File: src/rtl/id_mapper_pool.sv
// Binds inner transaction IDs to a pool of outer IDs, counting in-flight
// transactions per binding and translating responses back to the inner ID.
module id_mapper_pool #(
  parameter int IN_ID_BITS  = 2,
  parameter int OUT_ID_BITS = 5,
  parameter int SLOTS       = 4,
  parameter int CNT_BITS    = 3,
  parameter int OUT_ID_BASE = 0
) (
  input  logic                         clk,
  input  logic                         reset,
  input  logic                         io_req_valid,
  output logic                         io_req_ready,
  input  logic [IN_ID_BITS-1:0]        io_req_in_id,
  output logic [OUT_ID_BITS-1:0]       io_req_out_id,
  input  logic                         io_resp_valid,
  input  logic [OUT_ID_BITS-1:0]       io_resp_out_id,
  output logic                         io_resp_matches,
  output logic [IN_ID_BITS-1:0]        io_resp_in_id,
  output logic                         io_busy,
  output logic [$clog2(SLOTS+1)-1:0]   io_free_slots
);

  localparam int IDX_W  = (SLOTS > 1) ? $clog2(SLOTS) : 1;
  localparam int FREE_W = $clog2(SLOTS + 1);
  localparam logic [CNT_BITS-1:0] MAXC = '1;

  logic [SLOTS-1:0]      r_valid;
  logic [IN_ID_BITS-1:0] r_tag [SLOTS];
  logic [CNT_BITS-1:0]   r_cnt [SLOTS];

  logic [SLOTS-1:0]      w_hit_vec;
  logic [SLOTS-1:0]      w_alloc_vec;
  logic [SLOTS-1:0]      w_resp_sel;
  logic                  w_hit;
  logic                  w_any_free;
  logic                  w_hit_full;
  logic                  w_fire;
  logic [IDX_W-1:0]      w_hit_idx;
  logic [IDX_W-1:0]      w_free_idx;
  logic [IN_ID_BITS-1:0] w_resp_tag;
  logic [FREE_W-1:0]     w_free_cnt;

  // Lowest invalid slot as a one-hot vector: x & -x with x = ~r_valid.
  assign w_alloc_vec = ~r_valid & (r_valid + SLOTS'(1));
  assign w_hit       = |w_hit_vec;
  assign w_any_free  = ~&r_valid;
  assign w_fire      = io_req_valid & io_req_ready;

  always_comb begin
    w_hit_idx  = '0;
    w_free_idx = '0;
    w_hit_full = 1'b0;
    w_resp_tag = '0;
    w_free_cnt = '0;
    for (int k = SLOTS - 1; k >= 0; k--) begin
      if (w_hit_vec[k]) w_hit_idx = IDX_W'(k);
      if (!r_valid[k])  w_free_idx = IDX_W'(k);
    end
    for (int k = 0; k < SLOTS; k++) begin
      if (w_hit_vec[k] && (r_cnt[k] == MAXC)) w_hit_full = 1'b1;
      if (w_resp_sel[k]) w_resp_tag = w_resp_tag | r_tag[k];
      if (!r_valid[k])   w_free_cnt = w_free_cnt + FREE_W'(1);
    end
  end

  // Ready deliberately ignores any same-cycle retire.
  assign io_req_ready    = w_hit ? !w_hit_full : w_any_free;
  assign io_req_out_id   = OUT_ID_BITS'(OUT_ID_BASE) +
                           OUT_ID_BITS'(w_hit ? w_hit_idx : w_free_idx);
  assign io_resp_matches = |w_resp_sel;
  assign io_resp_in_id   = w_resp_tag;
  assign io_busy         = |r_valid;
  assign io_free_slots   = w_free_cnt;

  for (genvar gi = 0; gi < SLOTS; gi++) begin : g_slot
    logic w_alloc;
    logic w_inc;
    logic w_dec;

    assign w_hit_vec[gi]  = r_valid[gi] && (r_tag[gi] == io_req_in_id);
    assign w_resp_sel[gi] = r_valid[gi] &&
                            (io_resp_out_id == OUT_ID_BITS'(OUT_ID_BASE + gi));
    assign w_alloc = w_fire && !w_hit && w_alloc_vec[gi];
    assign w_inc   = w_fire && w_hit && w_hit_vec[gi];
    assign w_dec   = io_resp_valid && w_resp_sel[gi];

    // An allocated slot was invalid, so it can never be retiring in the same cycle.
    always_ff @(posedge clk or posedge reset) begin
      if (reset) begin
        r_valid[gi] <= 1'b0;
        r_tag[gi]   <= '0;
        r_cnt[gi]   <= '0;
      end else if (w_alloc) begin
        r_valid[gi] <= 1'b1;
        r_tag[gi]   <= io_req_in_id;
        r_cnt[gi]   <= CNT_BITS'(1);
      end else if (w_inc && !w_dec) begin
        r_cnt[gi]   <= r_cnt[gi] + CNT_BITS'(1);
      end else if (w_dec && !w_inc) begin
        r_cnt[gi]   <= r_cnt[gi] - CNT_BITS'(1);
        if (r_cnt[gi] == CNT_BITS'(1)) r_valid[gi] <= 1'b0;
      end
    end
  end

endmodule

File: config.mk
export PLATFORM = sky130hd
export DESIGN_NAME = id_mapper_pool
export DESIGN_NICKNAME = d
export VERILOG_FILES = /design/src/rtl/id_mapper_pool.sv
export SDC_FILE = /design/constraint.sdc
export NUM_CORES = 1
export LEC_CHECK = 0
export BUFFER_PORTS_ARGS = -buffer_cell sky130_fd_sc_hd__buf_2
export CAP_MARGIN = 25
export CORE_MARGIN = 2
export CORE_UTILIZATION = 63
export CTS_BUF_LIST = sky130_fd_sc_hd__clkbuf_16
export DETAILED_ROUTE_END_ITERATION = 8
export GPL_TIMING_DRIVEN = 0
export PLACE_DENSITY_LB_ADDON = 0.3
export REMOVE_ABC_BUFFERS = 1
export SETUP_SLACK_MARGIN = 0.5
export SLEW_MARGIN = 20
export SYNTH_ARGS = -nofsm -noshare
export SYNTH_HDL_FRONTEND = slang
export SYNTH_SLANG_ARGS = --single-unit
File: constraint.sdc
create_clock -name clk -period 3.77 [get_ports clk]
set_clock_uncertainty 0.1 [all_clocks]
set_input_delay 0.377 -clock clk [delete_from_list [all_inputs] [get_ports clk]]
set_output_delay 0.377 -clock clk [all_outputs]
set_load 0.005 [all_outputs]
Yosys cells after proc, flatten, opt, wreduce, memory -nomap -nowiden
Index checks and enable logic that the tools add are counted.
- add/sub/neg operators: 12
- eq/ne operators: 19
- multiplexer cells: 50
- bitwise gates (word level): 6
- reductions and logical operators: 66
- operator list (cell ; number):
    two-way mux 3 bit ; 15
    logical AND 1 bit ; 34
    two-way mux 2 bit ; 13
    two-way mux 1 bit ; 22
    adder 3 x 1 -> 3 bit (second input constant) ; 7
    nonzero test 2 bit ; 8
    == test 3 x 1 -> 1 bit (second input constant) ; 4
    == test 3 bit (second input constant) ; 4
    AND reduction 3 bit ; 4
    nonzero test 3 bit ; 4
    OR reduction 4 bit ; 3
    subtractor 3 x 1 -> 3 bit (second input constant) ; 4
    logical NOT 1 bit ; 11
    == test 5 x 2 -> 1 bit (second input constant) ; 2
    == test 2 bit ; 4
    inequality test 2 bit (second input constant) ; 4
    OR 2 bit ; 3
    == test 5 x 1 -> 1 bit (second input constant) ; 1
    logical NOT 5 bit ; 1
    adder 4 x 1 -> 4 bit (second input constant) ; 1
    bitwise AND 4 bit ; 1
    inverter 4 bit ; 1
    AND reduction 4 bit ; 1
    bitwise AND 1 bit ; 1
- register bits after elaboration: 24
- input bits: 11
- output and inout port bits: 13
- word-level logic and storage cells: 165

Logic depth before layout (Yosys ltp)
Gate-level depths: netlist of the first run.
- depth after elaboration: 17
- mapped depth: 8
- mapped depth without buffers: 8

Worst setup path before layout of the first run
No wires, ideal clock.
- path type: register -> register
- start: register r_cnt[0] in the netlist's numbering
- end: register r_cnt[4] in the netlist's numbering
- setup time: 0.120 ns
- arrival: 2.035 ns
- path slack: 1.515 ns
- cell stages (with the launch flop): 8
- path buffers: 0
- period minus slack after synthesis: 2.255 ns
- cell sequence: dfrtp_1 ha_1 ha_1 a41o_1 nor4_4 nand2_1 a211o_1 and3b_1
- longest elaborated chain between the ends: 11
- ends and longest elaborated chain (item ; RTL line ; RTL):
    start: declaration ; 30 ; logic [CNT_BITS-1:0] r_cnt [SLOTS];
    start signal: indexed assignment ; 99 ; r_cnt[gi] <= r_cnt[gi] + CNT_BITS'(1);
    start signal: indexed assignment ; 101 ; r_cnt[gi] <= r_cnt[gi] - CNT_BITS'(1);
    == test 3 bit * ; 61 ; if (w_hit_vec[k] && (r_cnt[k] == MAXC)) w_hit_full = 1'b1;
    logical AND 1 bit * ; 61 ;
    two-way mux 1 bit * ; 61 ;
    logical NOT 1 bit * ; 68 ; assign io_req_ready = w_hit ? !w_hit_full : w_any_free;
    two-way mux 1 bit * ; 68 ;
    bitwise AND 1 bit * ; 48 ; assign w_fire = io_req_valid & io_req_ready;
    logical AND 1 bit (2 in a row) ; 85 ; assign w_inc = w_fire && w_hit && w_hit_vec[gi];
    logical AND 1 bit / logical NOT 1 bit (equally long branches) ; 98, 100 ;
    two-way mux 3 bit / logical AND 1 bit (equally long branches) ; 98, 100 ;
    two-way mux 3 bit / nonzero test 3 bit (equally long branches) ; -- ;
Every way passes the cells marked *; elsewhere a longest branch is shown, timed or not.
A chain may end at the register's enable or synchronous reset.

Final worst setup path of the first run
- start: register r_valid[0]
- end: output io_free_slots[1]
- longest elaborated chain between the ends: 7
- ends and longest elaborated chain (item ; RTL line ; RTL):
    start: declaration ; 28 ; logic [SLOTS-1:0] r_valid;
    start signal: indexed assignment ; 91 ; r_valid[gi] <= 1'b0;
    start signal: indexed assignment ; 95 ; r_valid[gi] <= 1'b1;
    start signal: indexed assignment ; 102 ; if (r_cnt[gi] == CNT_BITS'(1)) r_valid[gi] <= 1'b0;
    two-way mux 1 bit * ; 63 ; if (!r_valid[k]) w_free_cnt = w_free_cnt + FREE_W'(1);
    adder 3 x 1 -> 3 bit ; 63 ;
    two-way mux 3 bit * ; 63 ;
    adder 3 x 1 -> 3 bit ; 63 ;
    two-way mux 3 bit * ; 63 ;
    adder 3 x 1 -> 3 bit ; 63 ;
    two-way mux 3 bit * ; 63 ;
    end: declaration ; 21 ; output logic [$clog2(SLOTS+1)-1:0] io_free_slots
Marked as above.

==> metrics.md, run 1 <==
| Metric | Value |
|---|---|
| Synth Warn # | `0` |
| Initial Util | `0.642` |
| RSZ-0062 raised after global routing | `no` |
| Clock buffer depth | `2` |
| Min-delay src | `io_resp_valid` |
| Post-CTS Resized | `0` |
| Layout cell share with drive strength beyond 1 | `0.213` |
| EDFF count, synth | `0` |
| Routability cong. | `0.892` |
| Crit path max fanout | `9` |
| Fill count | `about 250` |
| Clk root buf | `clkbuf_16` |
| First-pass GRT wire length | `around 7000 um` |
| Worst R2R End | `r_cnt[4]` |
| Critical Path RT | `3.29 ns` |
| FMAX | `between 300 and 400 MHz` |
| Synth Register Bits | `24` |
| Skew-Pair Late Insertion Delay | `0.26 ns` |
| CP arrival | `roughly 2.4 ns` |
| Area growth syn-to-layout | `9.91%` |
| Grt ovf | `0` |
| CTS tree | `done` |
| Hold Path End | `r_cnt[5]` |
| Num rows | `21` |
| Post-synthesis sequential area ratio | `0.285` |
| Hold Path Stages | `2` |
| Most common cell in the netlist | `dfrtp_1` |
| Multi-input combinational cell area | `between 1000 and 1500 um2` |
| CTS Buf Count | `3` |
| Hold buffers post-CTS | `0` |
| Fraction of registers with async set/reset | `1.00` |
| CP Launch Type | `flip-flop` |
| Max-slew headroom | `0.586` |
| Global Route Usage Sum | `0.256` |
| Final Hold Vio Count | `0` |
| Crit Reg-Reg Startpoint | `r_cnt[0]` |
| Clock Sinks | `24` |
| Vias in the first global route | `approximately 1500` |
| Setup TNS | `0 ns` |
| Average size of a mapped cell | `about 10 um2` |
| Iter 0 DRT Violations | `between 80 and 90` |
| Synth top area share | `0.285` |
| Clock transition at the registers of the reported paths | `roughly 0.060 ns` |
| Die ar. | `roughly 3800 um2` |
| Total core area | `roughly 3300 um2` |
| Tmin final | `2.87 ns` |
| Largest net degree at the start of global routing | `25` |
| Worst-margin pin slew | `0.618 ns` |
| Postcts setup bufs | `0` |
| Final setup viols | `0` |
| Drt pass-1 iters | `4` |
| Sequential cell area | `approximately 600 um2` |
| R2R depth | `7` |
| Number of diodes | `0` |
| Die X | `61.9 um` |
| Status | `finished clean` |
| Total of max-cap violations | `0` |
| Port Buffers | `20` |
| Power per cell area | `around 740 nW/um2` |
| Max VDD drop | `approximately 440 uV` |
| Layout Nets | `259` |
| Remaining antenna violation count after routing | `0` |
| R2R Setup Slk | `between 1 and 1.5 ns` |
| Post-Syn Instances | `slightly above 200` |
| Final Slew Violations | `0` |
| H-tree depth | `1` |
| Final worst slack | `roughly 0.9 ns` |
| Commonest cells in the netlist | `dfrtp_1 (24), ha_1 (21), xnor2_1 (18)` |
| Kind of critical path | `reg -> out` |
| WL/cell | `~16 um` |
| Top post-synthesis cells by area | `dfrtp_1 (28%), ha_1 (12%), xnor2_1 (7.5%), nor4_4 (6.1%), mux2_2 (3.7%)` |
| CP Capture Type | `primary output` |
| Antenna violations before repair | `0` |
| Total I/O pin count | `24` |
| DRC viols | `0` |
| Die height | `between 60 and 70 um` |
| Hold Crit Class | `in -> reg` |
| Pre-CTS WS | `roughly 1.2 ns` |
| Synthesized area | `2110 um2` |
| Count of cell types in the netlist | `between 50 and 60` |
| Vias/cell | `approximately 6` |
| Via count | `1635` |
| Fin crit share | `0.761` |
| Yosys top cell by area | `dfrtp_1` |
| DP HPWL | `approximately 3200 um` |
| Leakage | `1.07 nW` |
| Routed wire length | `between 4000 and 5000 um` |
| Post-synth top flop | `dfrtp_1` |
kinds of logic after synthesis:
group                    after synthesis  share of synthesized area
other                                  1                    0.00178
adder cells (fa/ha/maj)               21                      0.125
AO/OA/AOI/OAI                         30                      0.112
XOR/XNOR                              20                     0.0902
buffers and inverters                 23                     0.0534
multiplexers                          13                     0.0706
flip-flops                            24                      0.285
AND/OR/NAND/NOR                       74                      0.263
cells in the final DEF, fill, tap and decap left out, drive strengths merged, types with 2 or more instances in the layout:
master / count
conb: 3
a211o: 2
dfrtp: 24
or4: 2
xnor2: 18
nor2: 8
nor4: 7
o21ai: 2
ha: 21
nor3b: 5
nand2: 15
nand4b: 3
a22oi: 4
nor2b: 4
clkbuf: 3
inv: 15
xor2: 2
nand2b: 4
a311oi: 3
a21o: 2
mux2: 9
nand3b: 3
and4: 3
and3: 6
mux2i: 4
nor3: 7
a211oi: 6
buf: 21
o211ai: 2
metrics by stage:
stage | power (W) | instances | hold slack [ns] | utilization | instance area (um2)
2_1_floorplan | 0.00123 | 200 | 0.292 | - | 2060
3_3_place_gp | 0.00142 | 266 | 0.452 | 0.675 | 2220
3_5_place_dp | 0.00146 | 266 | 0.451 | 0.675 | 2220
4_1_cts | 0.00170 | 269 | 0.269 | 0.698 | 2290
5_1_grt | 0.00186 | 271 | 0.359 | 0.706 | 2320
6_report | 0.00171 | 271 | 0.344 | 0.706 | 2320
layer usage:
metal	GRT usage	share of wire
met1	0.357	0.48
met2	0.394	0.46
met3	0.0352	0.046
met4	0.122	0.017
met5	0	0
state kept, by name (all words and copies together), names as in the netlist:
name,count
r_cnt,12
r_tag,8
r_valid,4
power breakdown:
| part | total (W) | internal (W) | leakage, nW | switching [W] |
|---|---|---|---|---|
| combinational | 0.000946 | 0.000467 | 0.757 | 0.000479 |
| sequential | 0.000536 | 0.000375 | 0.277 | 0.000160 |
| clock | 0.000230 | 0.000140 | 0.0370 | 0.0000897 |
critical path, cell delays in order, from the launching register on:
cell and delay, ns:
dfrtp_1 0.60, inv_1 0.25, ha_1 0.38, xnor2_1 0.25, ha_1 0.27, mux2_2 0.26
buf_2 0.12
layout make-up:
type	instances	share of cell area
clock buffer	3	0.0324
inverter	15	0.0243
multi-input combinational	161	0.605
sequential	24	0.259
tap	46	0.0248
timing repair buffer	22	0.0540
how the worst max path moves through the flow:
stage / slack [ns] / endpoint / depth (start not counted) / start
after floorplan: 1.52 / r_cnt[4] / 7 / r_cnt[0]
after global placement: 1.24 / io_free_slots[1] / 6 / r_valid[0]
after detailed placement: 1.22 / io_free_slots[1] / 6 / r_valid[0]
after CTS: 0.92 / io_free_slots[1] / 6 / r_valid[0]
after global routing: 0.76 / io_free_slots[1] / 6 / r_valid[0]
final: 0.90 / io_free_slots[1] / 6 / r_valid[0]
Power figures use the tool's default switching activity.
==> inputs of run 2 (changes only) <==
--- a/config.mk
+++ b/config.mk
@@ -8,7 +8,7 @@
 export BUFFER_PORTS_ARGS = -buffer_cell sky130_fd_sc_hd__buf_2
 export CAP_MARGIN = 25
 export CORE_MARGIN = 2
-export CORE_UTILIZATION = 63
+export CORE_UTILIZATION = 53
 export CTS_BUF_LIST = sky130_fd_sc_hd__clkbuf_16
 export DETAILED_ROUTE_END_ITERATION = 8
 export GPL_TIMING_DRIVEN = 0
==> constraint.sdc (replaced) <==
create_clock -name clk -period 2.48 [get_ports clk]
set_clock_uncertainty 0.1 [all_clocks]
set_input_delay 0.248 -clock clk [delete_from_list [all_inputs] [get_ports clk]]
set_output_delay 0.248 -clock clk [all_outputs]
set_load 0.005 [all_outputs]
==> run 2 against run 1 <==
Combinational power rose to 3.1 times the previous value. Non-clock buffer count up 79. Sequential cell count unchanged. Die area up 18%. Sequential share of layout area down 8.0 points. Critical path depth unchanged. Wire length up 95%. Clock power up 56%. Via count up 43%. Design area up 46%. Register-to-register slack worse by 1.1 ns. Largest power group unchanged.
==> metrics.md, run 2 (synthesis gave the netlist of run 1 again) <==
| Metric | Value |
|---|---|
| Largest net degree at the start of global routing | `25 (unchanged)` |
| Layout cell share with drive strength beyond 1 | `0.618 (+0.405)` |
| Critical Path RT | `2.13 ns (-1.16 ns)` |
| Final setup viols | `0 (unchanged)` |
| Die height | `67.1 um (+8.4%)` |
| Kind of critical path | `reg -> out` |
| H-tree depth | `1 (unchanged)` |
| Routed wl met3 | `631 um (+210%)` |
| Worst R2R End | `r_cnt[7]` |
| DRC viols | `0 (unchanged)` |
| Max Used Layer | `met4` |
| Clock Sinks | `24 (unchanged)` |
| P_sw | `0.00174 W (+140%)` |
| Antenna violations before repair | `0 (unchanged)` |
| Combinational Power Share | `0.715 (+0.162)` |
| Status | `finished clean` |
| Crit Reg-Reg Startpoint | `r_cnt[6]` |
| First-pass GRT wire length | `9920 um (+40%)` |
| R2R depth | `7 (unchanged)` |
| Area growth syn-to-layout | `60.5%` |
| Setup TNS | `0 ns (unchanged)` |
| Biggest register | `r_cnt` |
| WL met2 | `4030 um (+100%)` |
| Clock buffer depth | `2 (unchanged)` |
| Grt ovf | `0 (unchanged)` |
| RSZ-0062 raised after global routing | `yes` |
| Clock transition at the registers of the reported paths | `0.06 ns (about the same)` |
| Pre-CTS WS | `0.0376 ns (-1.18 ns)` |
| Clock Power Share | `0.088 (-0.046)` |
| Total I/O pin count | `24 (unchanged)` |
| Total of max-cap violations | `0 (unchanged)` |
| Power per cell area | `1210 nW/um2 (+63%)` |
| Met1 wire length | `3440 um (+63%)` |
| Net Sw Frac | `0.426 (about the same)` |
| Overall Power | `0.00408 W (+140%)` |
| Fin crit share | `0.929` |
| CP arrival | `1.96 ns (-0.43 ns)` |
| WL/cell | `24.4 um (+50%)` |
| Initial Util | `0.563 (-0.0787)` |
| Num rows | `22 (+4.8%)` |
| Flop pwr share | `0.197 (-0.116)` |
| Most common cell after layout, fill and taps aside | `buf_4` |
| Vias in the first global route | `2001 (+30%)` |
| Leakage | `1.55 nW (+44%)` |
| Final worst slack | `0.175 ns (-0.725 ns)` |
| Commonest cells after routing, fill and taps aside | `buf_4 (64), buf_2 (20), dfrtp_1 (20), buf_6 (14)` |
| Hold Path End | `r_cnt[5]` |
| Hold slack final | `0.232 ns (-0.112 ns)` |
| DP HPWL | `3280 um (+1.4%)` |
| Internal | `0.00234 W (+140%)` |
| Total core area | `3740 um2 (+14%)` |
| Port Buffers | `20 (unchanged)` |
| Die ar. | `4500 um2 (+18%)` |
| Iter 0 DRT Violations | `282 (+220%)` |
| R2R Setup Slk | `0.20 ns (-1.10 ns)` |
| Min-delay src | `io_resp_valid` |
| CTS tree | `done` |
| Die X | `67.1 um (+8.4%)` |
| Final Hold Vio Count | `0 (unchanged)` |
| Tmin final | `about 2.3 ns` |
| Max VDD drop | `645 uV (+48%)` |
| CP Launch Type | `flip-flop` |
| Vias/cell | `6.66 (+10%)` |
| CTS Buf Count | `3 (unchanged)` |
| Hold Crit Class | `in -> reg` |
| CP Capture Type | `primary output` |
| Number of diodes | `0 (unchanged)` |
| Routability cong. | `0.807 (-9.5%)` |
| Largest regs | `r_cnt x12, r_tag x8, r_valid x4` |
| FMAX | `~430 MHz` |
| Drt pass-1 iters | `5 (+1)` |
| Hold Path Stages | `2 (unchanged)` |
| Global Route Usage Sum | `0.295 (+0.0391)` |
| Routed wire length | `8580 um (+95%)` |
| Crit path max fanout | `7 (-2)` |
| Remaining antenna violation count after routing | `0 (unchanged)` |
| Clk root buf | `clkbuf_16` |
| Skew-Pair Late Insertion Delay | `0.26 ns (about the same)` |
| Final Slew Violations | `0 (unchanged)` |
| Layout Nets | `338 (+31%)` |
| Core Util, Final | `0.904 (+0.198)` |
| Max reg flops | `12 (unchanged)` |
| Via count | `2343 (+43%)` |
[run 2: cell count changes in the layout (fill, tap and decap cells not counted), sizes merged]
cell / previous run / this run
inv: 15 / 12
buf: 21 / 100
clkinv: 0 / 3
[run 2: worst max-delay path by stage]
| stage | startpoint | end | slack [ns] |
|---|---|---|---|
| 3_5_place_dp | r_cnt[0] | r_cnt[4] | 0.04 |
| 4_1_cts | r_cnt[7] | r_cnt[7] | 0.22 |
| 3_3_place_gp | r_cnt[0] | r_cnt[4] | 0.07 |
| 2_1_floorplan | r_cnt[0] | r_cnt[4] | 0.23 |
| 6_report | r_valid[0] | io_free_slots[1] | 0.18 |
| 5_1_grt | r_cnt[6] | r_cnt[7] | 0.09 |
[run 2: metal layers]
metal | global-route usage | vias to the layer above
li1 | - | 950
met1 | 0.400 | 1153
met2 | 0.479 | 186
met3 | 0.0304 | 54
met4 | 0.120 | 0
met5 | 0 | -
[run 2: final cells by class]
class | count | area [um2]
timing repair buffer | 101 | 796
inverter | 15 | 66.3
clock buffer | 3 | 75.1
sequential | 24 | 606
multi-input combinational | 161 | 1780
tap | 48 | 60.1
fill | 133 | 360
[run 2: power groups by stage]
stage | combinational (W) | sequential [W] | clock (W)
6_report | 0.00292 | 0.000804 | 0.000359
5_1_grt | 0.00304 | 0.000811 | 0.000376
4_1_cts | 0.00208 | 0.000778 | 0.000353
3_5_place_dp | 0.00140 | 0.000811 | 0
3_3_place_gp | 0.00135 | 0.000803 | 0
2_1_floorplan | 0.00112 | 0.000746 | 0
[run 2: per-stage QoR]
stage	cells	instance area, um2
detailed placement	268	2220
CTS	311	2830
finish	352	3380
floorplan	200	2060
global route	352	3380
global placement	268	2220
[run 2: worst max-delay path, stage by stage (launching register included)]
cell     delay, ns
dfrtp_2       0.46
buf_6         0.17
ha_4          0.16
mux2i_2       0.20
ha_2          0.33
mux2_4        0.28
buf_6         0.11
[run 2: timing repair]
item | in CTS | in global routing
setup buffers | 40 | 39
hold endpoints to repair | 0 | 6
setup endpoints to repair | 34 | 33
pin swaps | 31 | 33
hold buffers | 0 | 1
gates resized for setup | 58 | 47
==> inputs of run 3 (changes only) <==
==> constraint.sdc (replaced) <==
create_clock -name clk -period 2.48 [get_ports clk]
set_clock_uncertainty 0.1 [all_clocks]
set_input_delay 0.248 -clock clk [delete_from_list [all_inputs] [get_ports clk]]
set_output_delay 0.248 -clock clk [all_outputs]
set_load 0.1 [all_outputs]
==> run 3 against run 2 <==
Global-route usage increased by 0.88 points. Utilization fell by 1.8 points. Via count down 6.6%. Sequential share of layout area increased by 0.40 points. Critical path depth is 3 higher. First-iteration DRC count decreased by 29%. Clock-buffer cell count is the same. Highest routed layer unchanged.
==> metrics.md, run 3 (synthesis gave the netlist of run 1 again) <==
| Metric | Value |
|---|---|
| Status | `finished clean` |
| Remaining antenna violation count after routing | `0 (unchanged)` |
| Vias in the first global route | `1968 (-1.6%)` |
| Iter 0 DRT Violations | `201 (-29%)` |
| CP Capture Type | `flip-flop` |
| Leakage | `1.49 nW (-3.5%)` |
| WL/cell | `24.3 um (-0.42%)` |
| Die ar. | `4500 um2 (unchanged)` |
| Total core area | `3740 um2 (unchanged)` |
| Overall Power | `0.00471 W (+15%)` |
| Fin cells | `337 (-4.3%)` |
| Biggest register | `r_cnt` |
| Port Buffers | `20 (unchanged)` |
| Drt pass-1 iters | `8 (+3)` |
| Routability cong. | `0.807 (unchanged)` |
| Fin crit share | `0.971 (+0.0413)` |
| Routed wire length | `8180 um (-4.7%)` |
| CTS Buf Count | `3 (unchanged)` |
| Num rows | `22 (unchanged)` |
| CTS tree | `done` |
| CP max stage cell | `or4_4` |
| Total I/O pin count | `24 (unchanged)` |
| CP arrival | `2.47 ns (+0.51 ns)` |
| Crit path max fanout | `3 (-4)` |
| Pre-CTS WS | `-0.181 ns (-0.218 ns)` |
| Kind of critical path | `reg -> reg` |
| Most common cell after layout, fill and taps aside | `buf_4` |
| Tmin final | `2.41 ns (+0.102 ns)` |
| Global Route Usage Sum | `0.304 (+0.00879)` |
| Largest net degree at the start of global routing | `25 (unchanged)` |
| Clk root buf | `clkbuf_16` |
| Critical path's top delay family | `simple AND/OR/NAND/NOR gates` |
| Number of diodes | `0 (unchanged)` |
| RSZ-0062 raised after global routing | `yes` |
| Die height | `67.1 um (unchanged)` |
| FMAX | `415 MHz (-4.3%)` |
| Commonest cells after routing, fill and taps aside | `buf_4 (52), dfrtp_1 (19), buf_6 (14)` |
| Clock transition at the registers of the reported paths | `0.06 ns (about the same)` |
| First-pass GRT wire length | `10100 um (+1.9%)` |
| Largest regs | `r_cnt x12, r_tag x8, r_valid x4` |
| Via count | `2188 (-6.6%)` |
| Die X | `67.1 um (unchanged)` |
| Final setup viols | `0 (unchanged)` |
| Vias/cell | `6.49 (-2.5%)` |
| Grt ovf | `0 (unchanged)` |
| Inst Count DP | `268 (unchanged)` |
| Final Hold Vio Count | `0 (unchanged)` |
| DP HPWL | `3280 um (unchanged)` |
| Final Slew Violations | `0 (unchanged)` |
| Worst Path Buf+Inv | `4 (+2)` |
| Hold Crit Class | `in -> reg` |
| Clock Sinks | `24 (unchanged)` |
| Most used cell, CP | `buf_4` |
| Max reg flops | `12 (unchanged)` |
| Final worst slack | `0.0729 ns (-0.102 ns)` |
| Hold slack final | `0.195 ns (-0.0371 ns)` |
| Power per cell area | `1420 nW/um2 (+18%)` |
| Skew-Pair Late Insertion Delay | `0.26 ns (about the same)` |
| Area growth syn-to-layout | `57.3%` |
| Layout cell share with drive strength beyond 1 | `0.585 (-0.0336)` |
| Critical path, cell by cell | `xor2_2 -> buf_4 -> or4_4 -> nor4_4 -> buf_4 -> buf_4 -> buf_4 -> nor2_1 -> a211oi_1` |
| CP Launch Type | `flip-flop` |
| Clock buffer depth | `2 (unchanged)` |
| DRC viols | `0 (unchanged)` |
| Layout Nets | `323 (-4.4%)` |
| Total of max-cap violations | `0 (unchanged)` |
| Initial Util | `0.563 (unchanged)` |
| Max VDD drop | `779 uV (+21%)` |
| Max stage delay on crit path | `0.49 ns (+0.03 ns)` |
| Critical Path RT | `2.54 ns (+0.41 ns)` |
| H-tree depth | `1 (unchanged)` |
| Antenna violations before repair | `0 (unchanged)` |
## run 3: cell count changes in the layout (fill, tap and decap cells not counted), sizes merged
| cell | previous run | this run |
|---|---|---|
| buf | 100 | 84 |
| clkbuf | 3 | 4 |
| clkinv | 3 | 1 |
| inv | 12 | 14 |
## run 3: final timing paths
kind	from	endpoint	slack, ns	cells after the start
setup / recovery	r_tag[4]	r_cnt[8]	0.07	9
hold / removal	io_resp_valid	r_cnt[5]	0.19	2
setup reg to reg	r_tag[4]	r_cnt[8]	0.07	9
hold reg to reg	r_tag[7]	r_tag[7]	0.52	1
max in group asynchronous	reset	r_valid[1]	1.54	4
min in group asynchronous	reset	r_cnt[4]	0.34	3
## run 3: final cells by class
type | instances | area (um2)
inverter | 15 | 63.8
tap | 48 | 60.1
timing repair buffer | 86 | 769
clock buffer | 3 | 75.1
sequential | 24 | 607
multi-input combinational | 161 | 1740
fill | 146 | 428
## run 3: power by group
part / switching [W] / internal, W
logic: 0.00196 / 0.00156
registers: 0.000240 / 0.000577
clock network: 0.000149 / 0.000214
total: 0.00235 / 0.00235
## run 3: per-stage QoR
| stage | util | instance area (um2) | setup TNS (ns) |
|---|---|---|---|
| after floorplan | - | 2060 | -3.69 |
| after global placement | 0.593 | 2220 | -0.224 |
| after detailed placement | 0.593 | 2220 | -0.296 |
| after CTS | 0.789 | 2950 | 0 |
| after global routing | 0.886 | 3320 | 0 |
| final | 0.886 | 3320 | 0 |
## run 3: what timing repair did
item	in CTS	in global routing
setup endpoints to repair	34	33
resized for setup	81	44
setup buffers	48	16
hold buffers	0	1
pin swaps	36	25
hold endpoints to repair	0	5
## run 3: routing by layer
| layer | vias up | part of all wire | GRT usage |
|---|---|---|---|
| met3 | 49 | 0.083 | 0.0490 |
| li1 | 912 | - | - |
| met2 | 156 | 0.48 | 0.500 |
| met4 | 0 | 0.053 | 0.0791 |
| met5 | - | 0 | 0 |
| met1 | 1071 | 0.38 | 0.413 |
